<file path="config.mk">
export PLATFORM = sky130hd
export DESIGN_NAME = rib_mem_bridge_flat
export DESIGN_NICKNAME = d
export VERILOG_FILES = /design/src/rtl/rib_mem_bridge_pkg.sv /design/src/rtl/rib_mem_bridge_if.sv /design/src/rtl/rib_mem_bridge_timeout.sv /design/src/rtl/rib_mem_bridge.sv /design/src/flat_wrapper.sv
export SDC_FILE = /design/constraint.sdc
export NUM_CORES = 1
export LEC_CHECK = 0
export ABC_AREA = 1
export CORE_UTILIZATION = 38
export DETAILED_ROUTE_END_ITERATION = 7
export PLACE_DENSITY = 0.76
export SYNTH_ARGS = -nofsm -noshare
export SYNTH_HDL_FRONTEND = slang
export SYNTH_SLANG_ARGS = --single-unit
</file>
<file path="constraint.sdc">
create_clock -name clk -period 1.85 [get_ports clk]
set_clock_uncertainty 0.2 [all_clocks]
set_input_delay 0.2775 -clock clk [delete_from_list [all_inputs] [get_ports clk]]
set_output_delay 0.2775 -clock clk [all_outputs]
set_load 0.01 [all_outputs]
</file>
<file path="src/rtl/rib_mem_bridge_pkg.sv">
// Shared constants and types for the RIB-to-Controller memory bridge.
package rib_mem_bridge_pkg;

    localparam logic [1:0] ST_IDLE  = 2'd0;
    localparam logic [1:0] ST_ISSUE = 2'd1;
    localparam logic [1:0] ST_WAIT  = 2'd2;
    localparam logic [1:0] ST_DONE  = 2'd3;

    localparam int DEFAULT_ADDR_WIDTH     = 32;
    localparam int DEFAULT_DATA_WIDTH     = 32;
    localparam int DEFAULT_TIMEOUT_CYCLES = 1024;

    typedef enum logic {
        OP_READ  = 1'b0,
        OP_WRITE = 1'b1
    } op_e;

    function automatic int timeout_cnt_width(input int cycles);
        return $clog2(cycles + 1);
    endfunction

endpackage

</file>
<file path="src/rtl/rib_mem_bridge_if.sv">
// Core-side RIB port and Controller data-memory bus seen by the bridge.
interface rib_mem_bridge_if
    import rib_mem_bridge_pkg::*;
#(
    parameter int ADDR_WIDTH = DEFAULT_ADDR_WIDTH,
    parameter int DATA_WIDTH = DEFAULT_DATA_WIDTH
);
    logic                  rib_ex_req_i;
    logic                  rib_ex_we_i;
    logic [ADDR_WIDTH-1:0] rib_ex_addr_i;
    logic [DATA_WIDTH-1:0] rib_ex_data_i;
    logic [DATA_WIDTH-1:0] rib_ex_data_o;
    logic                  rib_hold_flag_o;
    logic                  mem_read_o;
    logic                  mem_write_o;
    logic [ADDR_WIDTH-1:0] mem_addr_o;
    logic [DATA_WIDTH-1:0] mem_wdata_o;
    logic [DATA_WIDTH-1:0] mem_rdata_i;
    logic                  mem_ack_i;
    logic                  err_o;

    modport slave (
        input  rib_ex_req_i, rib_ex_we_i, rib_ex_addr_i, rib_ex_data_i,
        input  mem_rdata_i, mem_ack_i,
        output rib_ex_data_o, rib_hold_flag_o,
        output mem_read_o, mem_write_o, mem_addr_o, mem_wdata_o, err_o
    );

    modport master (
        output rib_ex_req_i, rib_ex_we_i, rib_ex_addr_i, rib_ex_data_i,
        output mem_rdata_i, mem_ack_i,
        input  rib_ex_data_o, rib_hold_flag_o,
        input  mem_read_o, mem_write_o, mem_addr_o, mem_wdata_o, err_o
    );

endinterface

</file>
<file path="src/rtl/rib_mem_bridge_timeout.sv">
// Saturating watchdog that counts WAIT cycles and flags the last allowed one.
module rib_timeout_counter
    import rib_mem_bridge_pkg::*;
#(
    parameter int TIMEOUT_CYCLES = DEFAULT_TIMEOUT_CYCLES
) (
    input  logic clk,
    input  logic rst,
    input  logic i_clear,
    input  logic i_enable,
    output logic o_expired
);
    localparam int CW = timeout_cnt_width(TIMEOUT_CYCLES);
    localparam logic [CW-1:0] LAST_WAIT = CW'(TIMEOUT_CYCLES - 1);

    logic [CW-1:0] r_count;

    always_ff @(posedge clk) begin
        if (!rst || i_clear) begin
            r_count <= '0;
        end else if (i_enable && (r_count != LAST_WAIT)) begin
            r_count <= r_count + 1'b1;
        end
    end

    // High during the TIMEOUT_CYCLES-th consecutive enabled cycle.
    assign o_expired = i_enable && (r_count == LAST_WAIT);

endmodule

</file>
<file path="src/rtl/rib_mem_bridge.sv">
// Turns level RIB requests into strobed Controller transactions and stalls the core until acked.
module rib_mem_bridge
    import rib_mem_bridge_pkg::*;
#(
    parameter int ADDR_WIDTH     = DEFAULT_ADDR_WIDTH,
    parameter int DATA_WIDTH     = DEFAULT_DATA_WIDTH,
    parameter int TIMEOUT_CYCLES = DEFAULT_TIMEOUT_CYCLES
) (
    input  logic             clk,
    input  logic             rst,
    rib_mem_bridge_if.slave  bus
);
    logic [1:0]            r_state;
    logic [1:0]            w_state_next;
    op_e                   r_op;
    logic                  r_read;
    logic                  r_write;
    logic [ADDR_WIDTH-1:0] r_addr;
    logic [DATA_WIDTH-1:0] r_wdata;
    logic [DATA_WIDTH-1:0] r_rdata;
    logic                  r_err;
    logic                  w_in_wait;
    logic                  w_ack_live;
    logic                  w_expired;

    assign w_in_wait  = (r_state == ST_WAIT);
    assign w_ack_live = bus.mem_ack_i && ((r_state == ST_ISSUE) || w_in_wait);

    rib_timeout_counter #(
        .TIMEOUT_CYCLES (TIMEOUT_CYCLES)
    ) u_timeout (
        .clk       (clk),
        .rst       (rst),
        .i_clear   (!w_in_wait),
        .i_enable  (w_in_wait),
        .o_expired (w_expired)
    );

    always_comb begin
        w_state_next = r_state;
        case (r_state)
            ST_IDLE:  if (bus.rib_ex_req_i) w_state_next = ST_ISSUE;
            ST_ISSUE: w_state_next = w_ack_live ? ST_DONE : ST_WAIT;
            ST_WAIT:  if (w_ack_live || w_expired) w_state_next = ST_DONE;
            default:  w_state_next = ST_IDLE;
        endcase
    end

    always_ff @(posedge clk) begin
        if (!rst) begin
            r_state <= ST_IDLE;
            r_op    <= OP_READ;
            r_read  <= 1'b0;
            r_write <= 1'b0;
            r_addr  <= '0;
            r_wdata <= '0;
            r_rdata <= '0;
            r_err   <= 1'b0;
        end else begin
            r_state <= w_state_next;
            r_read  <= 1'b0;
            r_write <= 1'b0;
            if ((r_state == ST_IDLE) && bus.rib_ex_req_i) begin
                r_addr  <= bus.rib_ex_addr_i;
                r_wdata <= bus.rib_ex_data_i;
                r_op    <= op_e'(bus.rib_ex_we_i);
                r_read  <= !bus.rib_ex_we_i;
                r_write <= bus.rib_ex_we_i;
            end
            // An ack on the expiry cycle takes precedence over the timeout.
            if (w_ack_live) begin
                if (r_op == OP_READ) r_rdata <= bus.mem_rdata_i;
            end else if (w_in_wait && w_expired) begin
                r_err <= 1'b1;
                if (r_op == OP_READ) r_rdata <= '0;
            end
        end
    end

    // Qualified by req so a withdrawn request releases the core while the bus access finishes.
    assign bus.rib_hold_flag_o = rst && bus.rib_ex_req_i && (r_state != ST_DONE);
    assign bus.mem_read_o      = r_read;
    assign bus.mem_write_o     = r_write;
    assign bus.mem_addr_o      = r_addr;
    assign bus.mem_wdata_o     = r_wdata;
    assign bus.rib_ex_data_o   = r_rdata;
    assign bus.err_o           = r_err;

endmodule
</file>
<file path="src/flat_wrapper.sv">
// flat-port wrapper written by rule: the top's interface ports become plain ports
module rib_mem_bridge_flat import rib_mem_bridge_pkg::*;
#(
    parameter int ADDR_WIDTH     = DEFAULT_ADDR_WIDTH,
    parameter int DATA_WIDTH     = DEFAULT_DATA_WIDTH,
    parameter int TIMEOUT_CYCLES = DEFAULT_TIMEOUT_CYCLES
)
  (clk, rst, bus_rib_ex_req_i, bus_rib_ex_we_i, bus_rib_ex_addr_i, bus_rib_ex_data_i, bus_mem_rdata_i, bus_mem_ack_i, bus_rib_ex_data_o, bus_rib_hold_flag_o, bus_mem_read_o, bus_mem_write_o, bus_mem_addr_o, bus_mem_wdata_o, bus_err_o);
  rib_mem_bridge_if #(.ADDR_WIDTH(ADDR_WIDTH), .DATA_WIDTH(DATA_WIDTH)) bus_i ();
  input  logic clk;
  input  logic rst;
  input wire logic [$bits(bus_i.rib_ex_req_i)-1:0] bus_rib_ex_req_i;
  input wire logic [$bits(bus_i.rib_ex_we_i)-1:0] bus_rib_ex_we_i;
  input wire logic [$bits(bus_i.rib_ex_addr_i)-1:0] bus_rib_ex_addr_i;
  input wire logic [$bits(bus_i.rib_ex_data_i)-1:0] bus_rib_ex_data_i;
  input wire logic [$bits(bus_i.mem_rdata_i)-1:0] bus_mem_rdata_i;
  input wire logic [$bits(bus_i.mem_ack_i)-1:0] bus_mem_ack_i;
  output wire logic [$bits(bus_i.rib_ex_data_o)-1:0] bus_rib_ex_data_o;
  output wire logic [$bits(bus_i.rib_hold_flag_o)-1:0] bus_rib_hold_flag_o;
  output wire logic [$bits(bus_i.mem_read_o)-1:0] bus_mem_read_o;
  output wire logic [$bits(bus_i.mem_write_o)-1:0] bus_mem_write_o;
  output wire logic [$bits(bus_i.mem_addr_o)-1:0] bus_mem_addr_o;
  output wire logic [$bits(bus_i.mem_wdata_o)-1:0] bus_mem_wdata_o;
  output wire logic [$bits(bus_i.err_o)-1:0] bus_err_o;
  assign bus_i.rib_ex_req_i = bus_rib_ex_req_i;
  assign bus_i.rib_ex_we_i = bus_rib_ex_we_i;
  assign bus_i.rib_ex_addr_i = bus_rib_ex_addr_i;
  assign bus_i.rib_ex_data_i = bus_rib_ex_data_i;
  assign bus_i.mem_rdata_i = bus_mem_rdata_i;
  assign bus_i.mem_ack_i = bus_mem_ack_i;
  assign bus_rib_ex_data_o = bus_i.rib_ex_data_o;
  assign bus_rib_hold_flag_o = bus_i.rib_hold_flag_o;
  assign bus_mem_read_o = bus_i.mem_read_o;
  assign bus_mem_write_o = bus_i.mem_write_o;
  assign bus_mem_addr_o = bus_i.mem_addr_o;
  assign bus_mem_wdata_o = bus_i.mem_wdata_o;
  assign bus_err_o = bus_i.err_o;
  rib_mem_bridge #(.ADDR_WIDTH(ADDR_WIDTH), .DATA_WIDTH(DATA_WIDTH), .TIMEOUT_CYCLES(TIMEOUT_CYCLES)) u_core (.clk(clk), .rst(rst), .bus(bus_i));
endmodule
</file>
# After elaboration in Yosys (flattened, before gate mapping)
# Cells that the tools add are included.
dict set report word_totals {
  regBits 113
  output_inout_bits 100
}
dict set report classes {
  add_sub_neg 1
  n_eq_ne 7
  muxes 8
  n_bitwise 2
  n_reduce_logical 19
}
# cell count
set ops {}
lappend ops {{32-bit 2-to-1 mux} 4}
lappend ops {{11-bit by 1-bit adder with 11-bit output (second input constant)} 1}
lappend ops {{11-bit by 10-bit == test with 1-bit output (second input constant)} 1}
lappend ops {{11-bit by 10-bit != test with 1-bit output (second input constant)} 1}
lappend ops {{2-bit AND reduction} 4}
lappend ops {{1-bit logical AND} 7}
lappend ops {{2-bit case mux with 3 select lines} 1}
lappend ops {{2-bit 2-to-1 mux} 2}
lappend ops {{2-bit != test (second input constant)} 2}
lappend ops {{1-bit zero test} 3}
lappend ops {{1-bit logical OR} 3}
lappend ops {{2-bit by 1-bit == test with 1-bit output (second input constant)} 1}
lappend ops {{2-bit == test (second input constant)} 1}
lappend ops {{2-bit zero test} 1}
lappend ops {{2-bit by 1-bit != test with 1-bit output (second input constant)} 1}
lappend ops {{1-bit NOT} 2}
lappend ops {{2-bit nonzero test} 1}
lappend ops {{1-bit 2-to-1 mux} 1}

# Logic depth before layout (Yosys ltp)
# Gate-level depths: netlist of the first run.
dict set report logic_depth {
  word_depth 6
  mapped_depth 9
  ltp_nobuf 9
}

# Cells and area by module
# A second synthesis of the first run with hierarchy kept.
dict set report unflattened {
  cells_unflattened 561
  hier_area_um2 4429.2
}
# mod n_inst cells_per_inst area_each_um2 seq_area_each_um2
set by_module_without_submodules {}
lappend by_module_without_submodules {rib_mem_bridge 1 462 3769.9 2042.0}
lappend by_module_without_submodules {rib_timeout_counter 1 99 659.4 220.2}

# Least setup slack after synthesis of the first run
# OpenSTA, ideal clock, no wires.
dict set report synth_path {
  path_kind {register -> register}
  from {reg u_core.r_state[0]}
  to {reg u_core.r_rdata[11], in the netlist u_core.bus.rib_ex_data_o[11]}
  t_arrival_ns 1.488
  t_required_ns 1.507
  path_slack_ns 0.019
  path_stages_with_launch 9
  period_less_slack_ns 1.831
  path_cell_list {dfxtp_1 > inv_1 > ha_1 > nand2_1 > nor2_1 > inv_1 > buf_2 > nand3_2 > a21oi_2}
}
dict set report synth_via {
  elab_chain_len 5
  elab_cells_between_ends 9
}
# item line
set synth_rtl {}
lappend synth_rtl {{from (decl)} rib_mem_bridge.sv:13} ;# logic [1:0] r_state;
lappend synth_rtl {{from (signal assigned)} rib_mem_bridge.sv:60} ;# r_state <= w_state_next;
lappend synth_rtl {{2-bit == test or 2-bit by 1-bit == test with 1-bit output (tied branches)} {rib_mem_bridge.sv:26, rib_mem_bridge.sv:27}}
lappend synth_rtl {{1-bit logical AND or 1-bit logical OR (tied branches)} {rib_mem_bridge_timeout.sv:27, rib_mem_bridge.sv:27}}
lappend synth_rtl {{1-bit logical AND, on equally long branches} {rib_mem_bridge.sv:73, rib_mem_bridge.sv:27}}
lappend synth_rtl {{2-bit nonzero test (no line)} -}
lappend synth_rtl {{2-bit AND reduction (no line)} -}
lappend synth_rtl {{to (signal assigned)} rib_mem_bridge.sv:72} ;# if (r_op == OP_READ) r_rdata <= bus.mem_rdata_i;
lappend synth_rtl {{to (decl)} rib_mem_bridge.sv:20} ;# logic [DATA_WIDTH-1:0] r_rdata;
# Several ways; a longest one is shown, not always the timed one.
# A chain may end at the register's enable or synchronous reset.

# Final worst setup path of the first run
dict set report layout_path {
  from {reg u_core.r_rdata[2], in the netlist u_core.bus.rib_ex_data_o[2]}
  to {out bus_rib_ex_data_o[2]}
}
# item line
set layout_rtl {}
lappend layout_rtl {{to (decl)} flat_wrapper.sv:18} ;# output wire logic [$bits(bus_i.rib_ex_data_o)-1:0] bus_rib_ex_data_o;
# No word-level cell between the ends.

==> run_summary.xml, run 1 <==
<?xml version="1.0" encoding="UTF-8"?>
<metrics>
  <group name="yosys">
    <metric name="ys_warns" unit="">0</metric>
    <metric name="async_flop_share" unit="%">0</metric>
    <metric name="synthFlopType" unit="">dfxtp_1</metric>
    <metric name="synth_area" unit="um^2">4520</metric>
    <metric name="synth_edf_count" unit="">0</metric>
    <metric name="syn_nets" unit="">653</metric>
    <metric name="ys_types" unit="">32</metric>
    <metric name="syn-instance-count" unit="">546</metric>
    <metric name="syn_area_per_cell" unit="um^2">8.27</metric>
    <metric name="synth_seq_cells" unit="">113</metric>
    <metric name="sequential_element_share_of_the_synthesized_area" unit="%">50.1</metric>
  </group>
  <group name="sta">
    <metric name="setup_slack" unit="ns">0.0461</metric>
    <metric name="final_min_period_over_clock_period" unit="%">97.5</metric>
    <metric name="max_freq" unit="MHz">554</metric>
    <metric name="tightestPinTransition" unit="ns">0.546</metric>
    <metric name="finalSetupViolCount" unit="">0</metric>
    <metric name="rsz0062_at_grt" unit="">no</metric>
    <metric name="timing_max_transition_violations_final" unit="">0</metric>
    <metric name="slew_headroom" unit="%">63.6</metric>
    <metric name="fin_worst_hold_slack" unit="ns">0.238</metric>
    <metric name="timing.final.crit_period" unit="ns">1.80</metric>
    <metric name="fin_setup_tns" unit="ns">0</metric>
    <metric name="timing_hold_violations_final" unit="">0</metric>
  </group>
  <group name="cells_and_area">
    <metric name="layout_commonest_cell" unit="">clkdlybuf4s50_1</metric>
    <metric name="antenna-diode-count" unit="">0</metric>
    <metric name="area.sequential" unit="um^2">2260</metric>
    <metric name="final_layout_size_suffix_gt1_share" unit="%">17.7</metric>
    <metric name="fillers" unit="">955</metric>
    <metric name="multi_input_comb_area" unit="um^2">2070</metric>
    <metric name="highest_count_cells_in_the_layout_ignoring_fill_and_taps" unit="">clkdlybuf4s50_1 (195), nor2_1 (140), dfxtp_1 (111)</metric>
    <metric name="total_number_of_nets_in_the_final_design" unit="">867</metric>
    <metric name="layout-area-overhead-vs-synth" unit="%">64.9</metric>
  </group>
  <group name="global_routing">
    <metric name="grt_pass1_vias" unit="">4517</metric>
    <metric name="antenna_found_initial" unit="">0</metric>
    <metric name="globalRouteOverflowTotal" unit="">0</metric>
    <metric name="groute.usage.overall" unit="%">21.4</metric>
    <metric name="grt_start_max_net_pins" unit="">68</metric>
    <metric name="first_pass_grt_wire_length" unit="um">21300</metric>
  </group>
  <group name="worst_setup_path">
    <metric name="cp_data_arrival_time" unit="ns">1.33</metric>
    <metric name="cp-startpoint" unit="">u_core.bus.rib_ex_data_o[2]$_SDFFE_PN0P_</metric>
    <metric name="worstPathMaxFanout" unit="">2</metric>
    <metric name="end_kind" unit="">output pin</metric>
    <metric name="cp.required" unit="ns">1.37</metric>
    <metric name="cp_num_buf_inv" unit="">1</metric>
    <metric name="largest_stage_delay_on_the_critical_path" unit="ns">0.58</metric>
    <metric name="critical_path.startpoint_type" unit="">register</metric>
    <metric name="worst-setup-path-type" unit="">reg -&gt; out</metric>
    <metric name="worst-r2r-cell-count" unit="">8</metric>
    <metric name="regToRegStartpoint" unit="">u_core.r_state[1]$_SDFFE_PN0P_</metric>
    <metric name="critical_path.reg2reg.endpoint" unit="">u_core.bus.rib_ex_data_o[0]$_SDFFE_PN0P_</metric>
    <metric name="critical_path.cell_chain" unit="">clkdlybuf4s50_1</metric>
    <metric name="critical_path_sink" unit="">bus_rib_ex_data_o[2]</metric>
    <metric name="path_delay_family" unit="">buffers and inverters</metric>
    <metric name="cp.depth" unit="">1</metric>
    <metric name="crit_slowest_cell" unit="">clkdlybuf4s50_1</metric>
    <metric name="reg2reg_slack" unit="ns">0.10</metric>
  </group>
  <group name="power_and_ir_drop">
    <metric name="power.ir.vdd_worst" unit="mV">0.756</metric>
    <metric name="power_per_cell_area" unit="nW/um^2">1340</metric>
    <metric name="p_leak" unit="nW">2.83</metric>
  </group>
  <group name="route">
    <metric name="drt.antenna.violating_nets" unit="">0</metric>
    <metric name="routed-via-count" unit="">4498</metric>
    <metric name="detailedRoute.firstPassIterationCount" unit="">7</metric>
    <metric name="drc" unit="">20</metric>
    <metric name="finalWirelength" unit="um">12800</metric>
    <metric name="drt_iter0_drc" unit="">203</metric>
    <metric name="via_to_cell_ratio" unit="">4.92</metric>
    <metric name="post_drt_wl_per_cell" unit="um">14.0</metric>
  </group>
  <group name="floorplanning">
    <metric name="core-area" unit="um^2">11500</metric>
    <metric name="floorplan.die_area" unit="um^2">12300</metric>
    <metric name="std_cell_rows" unit="">39</metric>
    <metric name="top_ports" unit="">201</metric>
    <metric name="fp.dieH" unit="um">111</metric>
    <metric name="die_width" unit="um">111</metric>
    <metric name="start_util" unit="%">39.2</metric>
  </group>
  <group name="place">
    <metric name="pre_cts_ws" unit="ns">-0.166</metric>
    <metric name="place.port_buffers" unit="">200</metric>
    <metric name="gp_congestion" unit="">0.817</metric>
    <metric name="place_hpwl" unit="um">9120</metric>
  </group>
  <group name="clock_network">
    <metric name="worst_skew_pair.late_latency" unit="ns">0.40</metric>
    <metric name="htree_levels" unit="">4</metric>
    <metric name="cts_buffers" unit="">17</metric>
    <metric name="ctsLongestPathBuffers" unit="">2</metric>
    <metric name="worst_setup_hold_path_clk_slew" unit="ns">0.05</metric>
    <metric name="clock-root-buffer" unit="">clkbuf_16</metric>
    <metric name="clkSinkCount" unit="">113</metric>
    <metric name="cts_tree" unit="">built</metric>
  </group>
  <group name="min_path">
    <metric name="holdPathStages" unit="">2</metric>
    <metric name="timing.hold.worst.class" unit="">in -&gt; reg</metric>
  </group>
  <group name="run_status">
    <metric name="failed_checks" unit="">design-rule violations</metric>
    <metric name="run_status" unit="">complete, but fails checks</metric>
  </group>
  <group name="job">
    <metric name="max_cap_viol_count" unit="">0</metric>
  </group>
</metrics>
-- kinds of logic after synthesis --
logic type      count (synthesis)  synth area share, %
compound gates                113                 15.1
buf+inv                        48                 4.74
xor+xnor                        2                0.388
fa+ha+maj                       6                 1.66
flops                         113                 50.1
simple gates                  264                 28.0
-- routing by layer --
metal	wire [um]	share of wire (%)	track usage [%]	up-vias
met5	0	0	0	-
li1	-	-	-	2210
met2	6310	49	37.0	181
met4	279	2.2	9.10	0
met3	1100	8.6	8.31	27
met1	5120	40	23.4	2080
-- metrics by stage --
stage	utilization, %	cell area (um^2)	power (mW)	instances
floorplan	-	4520	5.03	546
detailed placement	59.0	6790	6.89	881
global placement	59.0	6790	6.77	881
global route	64.7	7450	10.5	915
CTS	63.9	7360	10.0	912
finish	64.7	7450	9.96	915
-- final cells by class --
cell class / count / share of cell area [%]
clock inverter: 5 / 0.672
sequential: 113 / 30.4
tap: 143 / 2.40
timing repair buffer: 228 / 31.0
clock buffer: 26 / 6.97
multi-input combinational: 385 / 27.8
inverter: 15 / 0.756
-- registers in the layout, summed over array words and instances (netlist names) --
| name | count |
|---|---|
| u_core.bus.mem_wdata_o | 32 |
| u_core.r_state | 2 |
| u_core.bus.err_o | 1 |
| u_core.bus.mem_write_o | 1 |
| u_core.bus.rib_ex_data_o | 32 |
| u_core.r_op | 1 |
| u_core.bus.mem_addr_o | 32 |
| u_core.bus.mem_read_o | 1 |
| u_core.u_timeout.r_count | 11 |
-- how the worst min path moves through the flow --
stage / from / endpoint / slack [ns]
floorplan: bus_rib_ex_we_i / u_core.bus.mem_read_o$_SDFF_PN0_ / 0.15
global placement: u_core.bus.err_o$_SDFFE_PN0P_ / u_core.bus.err_o$_SDFFE_PN0P_ / 0.25
detailed placement: u_core.bus.err_o$_SDFFE_PN0P_ / u_core.bus.err_o$_SDFFE_PN0P_ / 0.26
CTS: bus_rib_ex_we_i / u_core.bus.mem_write_o$_SDFF_PN0_ / 0.22
global route: bus_mem_rdata_i[31] / u_core.bus.rib_ex_data_o[31]$_SDFFE_PN0P_ / 0.24
finish: bus_rib_ex_we_i / u_core.bus.mem_read_o$_SDFF_PN0_ / 0.24
-- repair_timing --
action | CTS | global route
gates resized for setup | 5 | 16
gates cloned | 0 | 1
setup endpoints to repair | 14 | 42
hold buffers | 0 | 0
buffers inserted | 0 | 2
pin swaps | 0 | 4
-- synth_stat cells, drive strengths merged (2+ instances only) --
| cell | count | share of area, % |
|---|---|---|
| nor2 | 144 | 12 |
| dfxtp | 113 | 50 |
| nand2 | 68 | 5.9 |
| o21ai | 66 | 7.3 |
| a21oi | 43 | 7.1 |
| nand3 | 43 | 8.5 |
| clkbuf | 20 | 1.7 |
| inv | 14 | 1.2 |
| buf | 13 | 1.8 |
| ha | 6 | 1.7 |
| nor3 | 4 | 0.44 |
| nand4 | 2 | 0.28 |
-- power breakdown --
group          internal, mW  total (mW)  switching (mW)
clock network          2.04        3.09            1.05
logic                  1.79        3.54            1.75
registers              3.00        3.33           0.327
total                  6.84        9.96            3.13
Note: power is estimated with default switching activity, not from simulation.
==> run 2: changes to the inputs <==
--- a/config.mk
+++ b/config.mk
@@ -8,7 +8,7 @@
 export ABC_AREA = 1
 export CORE_UTILIZATION = 38
 export DETAILED_ROUTE_END_ITERATION = 7
-export PLACE_DENSITY = 0.76
+export PLACE_DENSITY = 0.8
 export SYNTH_ARGS = -nofsm -noshare
 export SYNTH_HDL_FRONTEND = slang
 export SYNTH_SLANG_ARGS = --single-unit
==> constraint.sdc (replaced) <==
create_clock -name clk -period 1.85 [get_ports clk]
set_clock_uncertainty 0.2 [all_clocks]
set_input_delay 0.37 -clock clk [delete_from_list [all_inputs] [get_ports clk]]
set_output_delay 0.37 -clock clk [all_outputs]
set_load 0.01 [all_outputs]
==> run 2 against run 1 <==
Against the previous run: the flow still finishes with violations (design-rule violations); worst setup slack better by 0.0049 ns; fmax is 0.27% higher; cell count is 0.66% higher; combinational power is 5% lower; count of clock-buffer cells in the layout is 4 lower; critical path depth is 3 higher; non-clock buffer count is 5 higher; first-iteration DRC count is 46% higher; critical path type is now in -> out.
==> run_summary.xml, run 2 (synthesized netlist as in run 1, its figures left out) <==
<?xml version="1.0" encoding="UTF-8"?>
<metrics>
  <group name="cells_and_area">
    <metric name="layout-area-overhead-vs-synth" unit="%">66.0</metric>
    <metric name="total_number_of_nets_in_the_final_design" unit="">872</metric>
    <metric name="filler_free_cell_count_of_the_finished_design" unit="">921</metric>
    <metric name="antenna-diode-count" unit="">0</metric>
    <metric name="stdcell_area" unit="um^2">7500</metric>
    <metric name="final_layout_size_suffix_gt1_share" unit="%">19.3</metric>
    <metric name="highest_count_cells_in_the_layout_ignoring_fill_and_taps" unit="">nor2_1 (139), dfxtp_1 (109), clkdlybuf4s50_1 (99)</metric>
    <metric name="layout_commonest_cell" unit="">nor2_1</metric>
    <metric name="layout_utilization" unit="%">65.1</metric>
    <metric name="fillers" unit="">928</metric>
  </group>
  <group name="clock_network">
    <metric name="worst_setup_hold_path_clk_slew" unit="ns">0.05</metric>
    <metric name="worst_skew_pair.late_latency" unit="ns">0.41</metric>
    <metric name="htree_levels" unit="">4</metric>
    <metric name="cts_hold_buf" unit="">0</metric>
    <metric name="ctsLongestPathBuffers" unit="">2</metric>
    <metric name="cts_buffers" unit="">17</metric>
    <metric name="cts_tree" unit="">built</metric>
    <metric name="clock-root-buffer" unit="">clkbuf_16</metric>
    <metric name="clkSinkCount" unit="">113</metric>
  </group>
  <group name="worst_setup_path">
    <metric name="reg2reg_slack" unit="ns">0.06</metric>
    <metric name="regToRegStartpoint" unit="">u_core.u_timeout.r_count[1]$_SDFFE_PP0P_</metric>
    <metric name="crit_slowest_cell" unit="">clkdlybuf4s50_1</metric>
    <metric name="largest_stage_delay_on_the_critical_path" unit="ns">0.48</metric>
    <metric name="critical_path.reg2reg.endpoint" unit="">u_core.bus.rib_ex_data_o[0]$_SDFFE_PN0P_</metric>
    <metric name="critical_path.cell_chain" unit="">clkdlybuf4s50_1 &gt; inv_1 &gt; nor3_2 &gt; buf_2</metric>
    <metric name="cp_data_arrival_time" unit="ns">1.23</metric>
    <metric name="worstPathMaxFanout" unit="">2</metric>
    <metric name="worst-setup-path-type" unit="">in -&gt; out</metric>
    <metric name="end_kind" unit="">output pin</metric>
    <metric name="cp.required" unit="ns">1.28</metric>
    <metric name="critical_path.startpoint_type" unit="">primary input</metric>
    <metric name="worst-r2r-cell-count" unit="">9</metric>
  </group>
  <group name="route">
    <metric name="via_to_cell_ratio" unit="">4.91</metric>
    <metric name="detailedRoute.firstPassIterationCount" unit="">6</metric>
    <metric name="post_drt_wl_per_cell" unit="um">14.9</metric>
    <metric name="drt_iter0_drc" unit="">296</metric>
    <metric name="drt.antenna.violating_nets" unit="">0</metric>
    <metric name="finalWirelength" unit="um">13700</metric>
    <metric name="routed-via-count" unit="">4521</metric>
    <metric name="drc" unit="">24</metric>
  </group>
  <group name="sta">
    <metric name="timing_max_transition_violations_final" unit="">0</metric>
    <metric name="timing_hold_violations_final" unit="">0</metric>
    <metric name="max_freq" unit="MHz">556</metric>
    <metric name="finalSetupViolCount" unit="">0</metric>
    <metric name="tightestPinTransition" unit="ns">0.553</metric>
    <metric name="final_min_period_over_clock_period" unit="%">97.2</metric>
    <metric name="setup_slack" unit="ns">0.0510</metric>
    <metric name="rsz0062_at_grt" unit="">yes</metric>
    <metric name="fin_worst_hold_slack" unit="ns">0.268</metric>
    <metric name="timing.final.crit_period" unit="ns">1.80</metric>
    <metric name="slew_headroom" unit="%">63.2</metric>
    <metric name="fin_setup_tns" unit="ns">0</metric>
  </group>
  <group name="global_routing">
    <metric name="groute.layer.met1.usage" unit="%">23.1</metric>
    <metric name="groute.usage.overall" unit="%">22.0</metric>
    <metric name="grt_start_max_net_pins" unit="">68</metric>
    <metric name="antenna_found_initial" unit="">0</metric>
    <metric name="globalRouteOverflowTotal" unit="">0</metric>
    <metric name="grt_pass1_vias" unit="">4492</metric>
    <metric name="met2_usage" unit="%">37.9</metric>
    <metric name="first_pass_grt_wire_length" unit="um">21400</metric>
    <metric name="globalRouteMet3Util" unit="%">9.79</metric>
    <metric name="busiest_layer" unit="">met2</metric>
  </group>
  <group name="job">
    <metric name="max_cap_viol_count" unit="">0</metric>
  </group>
  <group name="floorplanning">
    <metric name="top_ports" unit="">201</metric>
    <metric name="die_width" unit="um">111</metric>
    <metric name="std_cell_rows" unit="">39</metric>
    <metric name="floorplan.die_area" unit="um^2">12300</metric>
    <metric name="fp.dieH" unit="um">111</metric>
    <metric name="core-area" unit="um^2">11500</metric>
    <metric name="start_util" unit="%">39.2</metric>
  </group>
  <group name="min_path">
    <metric name="timing.hold.worst.class" unit="">reg -&gt; reg</metric>
    <metric name="min-delay-start" unit="">u_core.bus.rib_ex_data_o[6]$_SDFFE_PN0P_</metric>
    <metric name="worstHoldEndpoint" unit="">u_core.bus.rib_ex_data_o[6]$_SDFFE_PN0P_</metric>
    <metric name="holdPathStages" unit="">2</metric>
  </group>
  <group name="place">
    <metric name="pre_cts_ws" unit="ns">-0.419</metric>
    <metric name="gp_congestion" unit="">0.808</metric>
    <metric name="place.port_buffers" unit="">200</metric>
    <metric name="place_hpwl" unit="um">9270</metric>
    <metric name="dpl.cell_count" unit="">880</metric>
    <metric name="post_placement_cell_area" unit="um^2">6800</metric>
  </group>
  <group name="power_and_ir_drop">
    <metric name="power.ir.vdd_worst" unit="mV">0.767</metric>
    <metric name="clk_pwr_share" unit="%">32.8</metric>
    <metric name="overall_power_consumption" unit="mW">9.92</metric>
    <metric name="power.net_switching" unit="mW">3.28</metric>
    <metric name="power_per_cell_area" unit="nW/um^2">1320</metric>
    <metric name="p_leak" unit="nW">3.25</metric>
    <metric name="power_switching_share" unit="%">33.0</metric>
    <metric name="p_int" unit="mW">6.64</metric>
    <metric name="power_frac_comb" unit="%">33.8</metric>
    <metric name="pwr-share-seq" unit="%">33.4</metric>
  </group>
  <group name="run_status">
    <metric name="failed_checks" unit="">design-rule violations</metric>
    <metric name="run_status" unit="">complete, but fails checks</metric>
  </group>
</metrics>
## run 2: power groups by stage
stage,combinational [mW],sequential [mW],clock (mW)
6_report,3.35,3.31,3.25
5_1_grt,3.69,3.37,3.44
4_1_cts,3.20,3.31,3.30
3_5_place_dp,3.53,3.37,0
3_3_place_gp,3.43,3.33,0
2_1_floorplan,1.43,3.59,0
## run 2: worst max path at each step
stage,startpoint,endpoint,slack [ns],cells past startpoint
after floorplan,u_core.r_state[0]$_SDFFE_PN0P_,u_core.bus.rib_ex_data_o[11]$_SDFFE_PN0P_,0.02,8
after global placement,bus_rib_ex_req_i,bus_rib_hold_flag_o,-0.36,4
after detailed placement,bus_rib_ex_req_i,bus_rib_hold_flag_o,-0.42,4
after CTS,u_core.bus.rib_ex_data_o[1]$_SDFFE_PN0P_,bus_rib_ex_data_o[1],0.003,1
after global routing,u_core.r_state[0]$_SDFFE_PN0P_,u_core.u_timeout.r_count[2]$_SDFFE_PP0P_,-0.03,6
final,bus_rib_ex_req_i,bus_rib_hold_flag_o,0.05,4
## run 2: metal layers
| metal | up-vias | routed length (um) |
|---|---|---|
| li1 | 2223 | - |
| met2 | 182 | 6910 |
| met3 | 26 | 1240 |
| met1 | 2090 | 5270 |
| met5 | - | 0 |
| met4 | 0 | 272 |
## run 2: cell type report
cell class	count	area [um^2]	share of cell area (%)
Timing Repair Buffer	233	2280	30.4
Multi-Input combinational cell	385	2120	28.2
Inverter	15	58.8	0.784
Sequential cell	113	2270	30.3
Clock buffer	22	484	6.46
Tap cell	143	179	2.39
Clock inverter	10	108	1.44
## run 2: timing repair
| action | CTS | global route |
|---|---|---|
| setup buffers | 0 | 5 |
| endpoints found under the setup margin | 103 | 45 |
| pin swaps | 1 | 6 |
| hold endpoints to repair | 0 | 0 |
| cloned | 0 | 4 |
| resized for setup | 107 | 19 |
## run 2: worst max-delay path, delay by kind of cell
family / cells / cell delay [ns]
buf+inv: 3 / 0.71
simple gates: 1 / 0.15
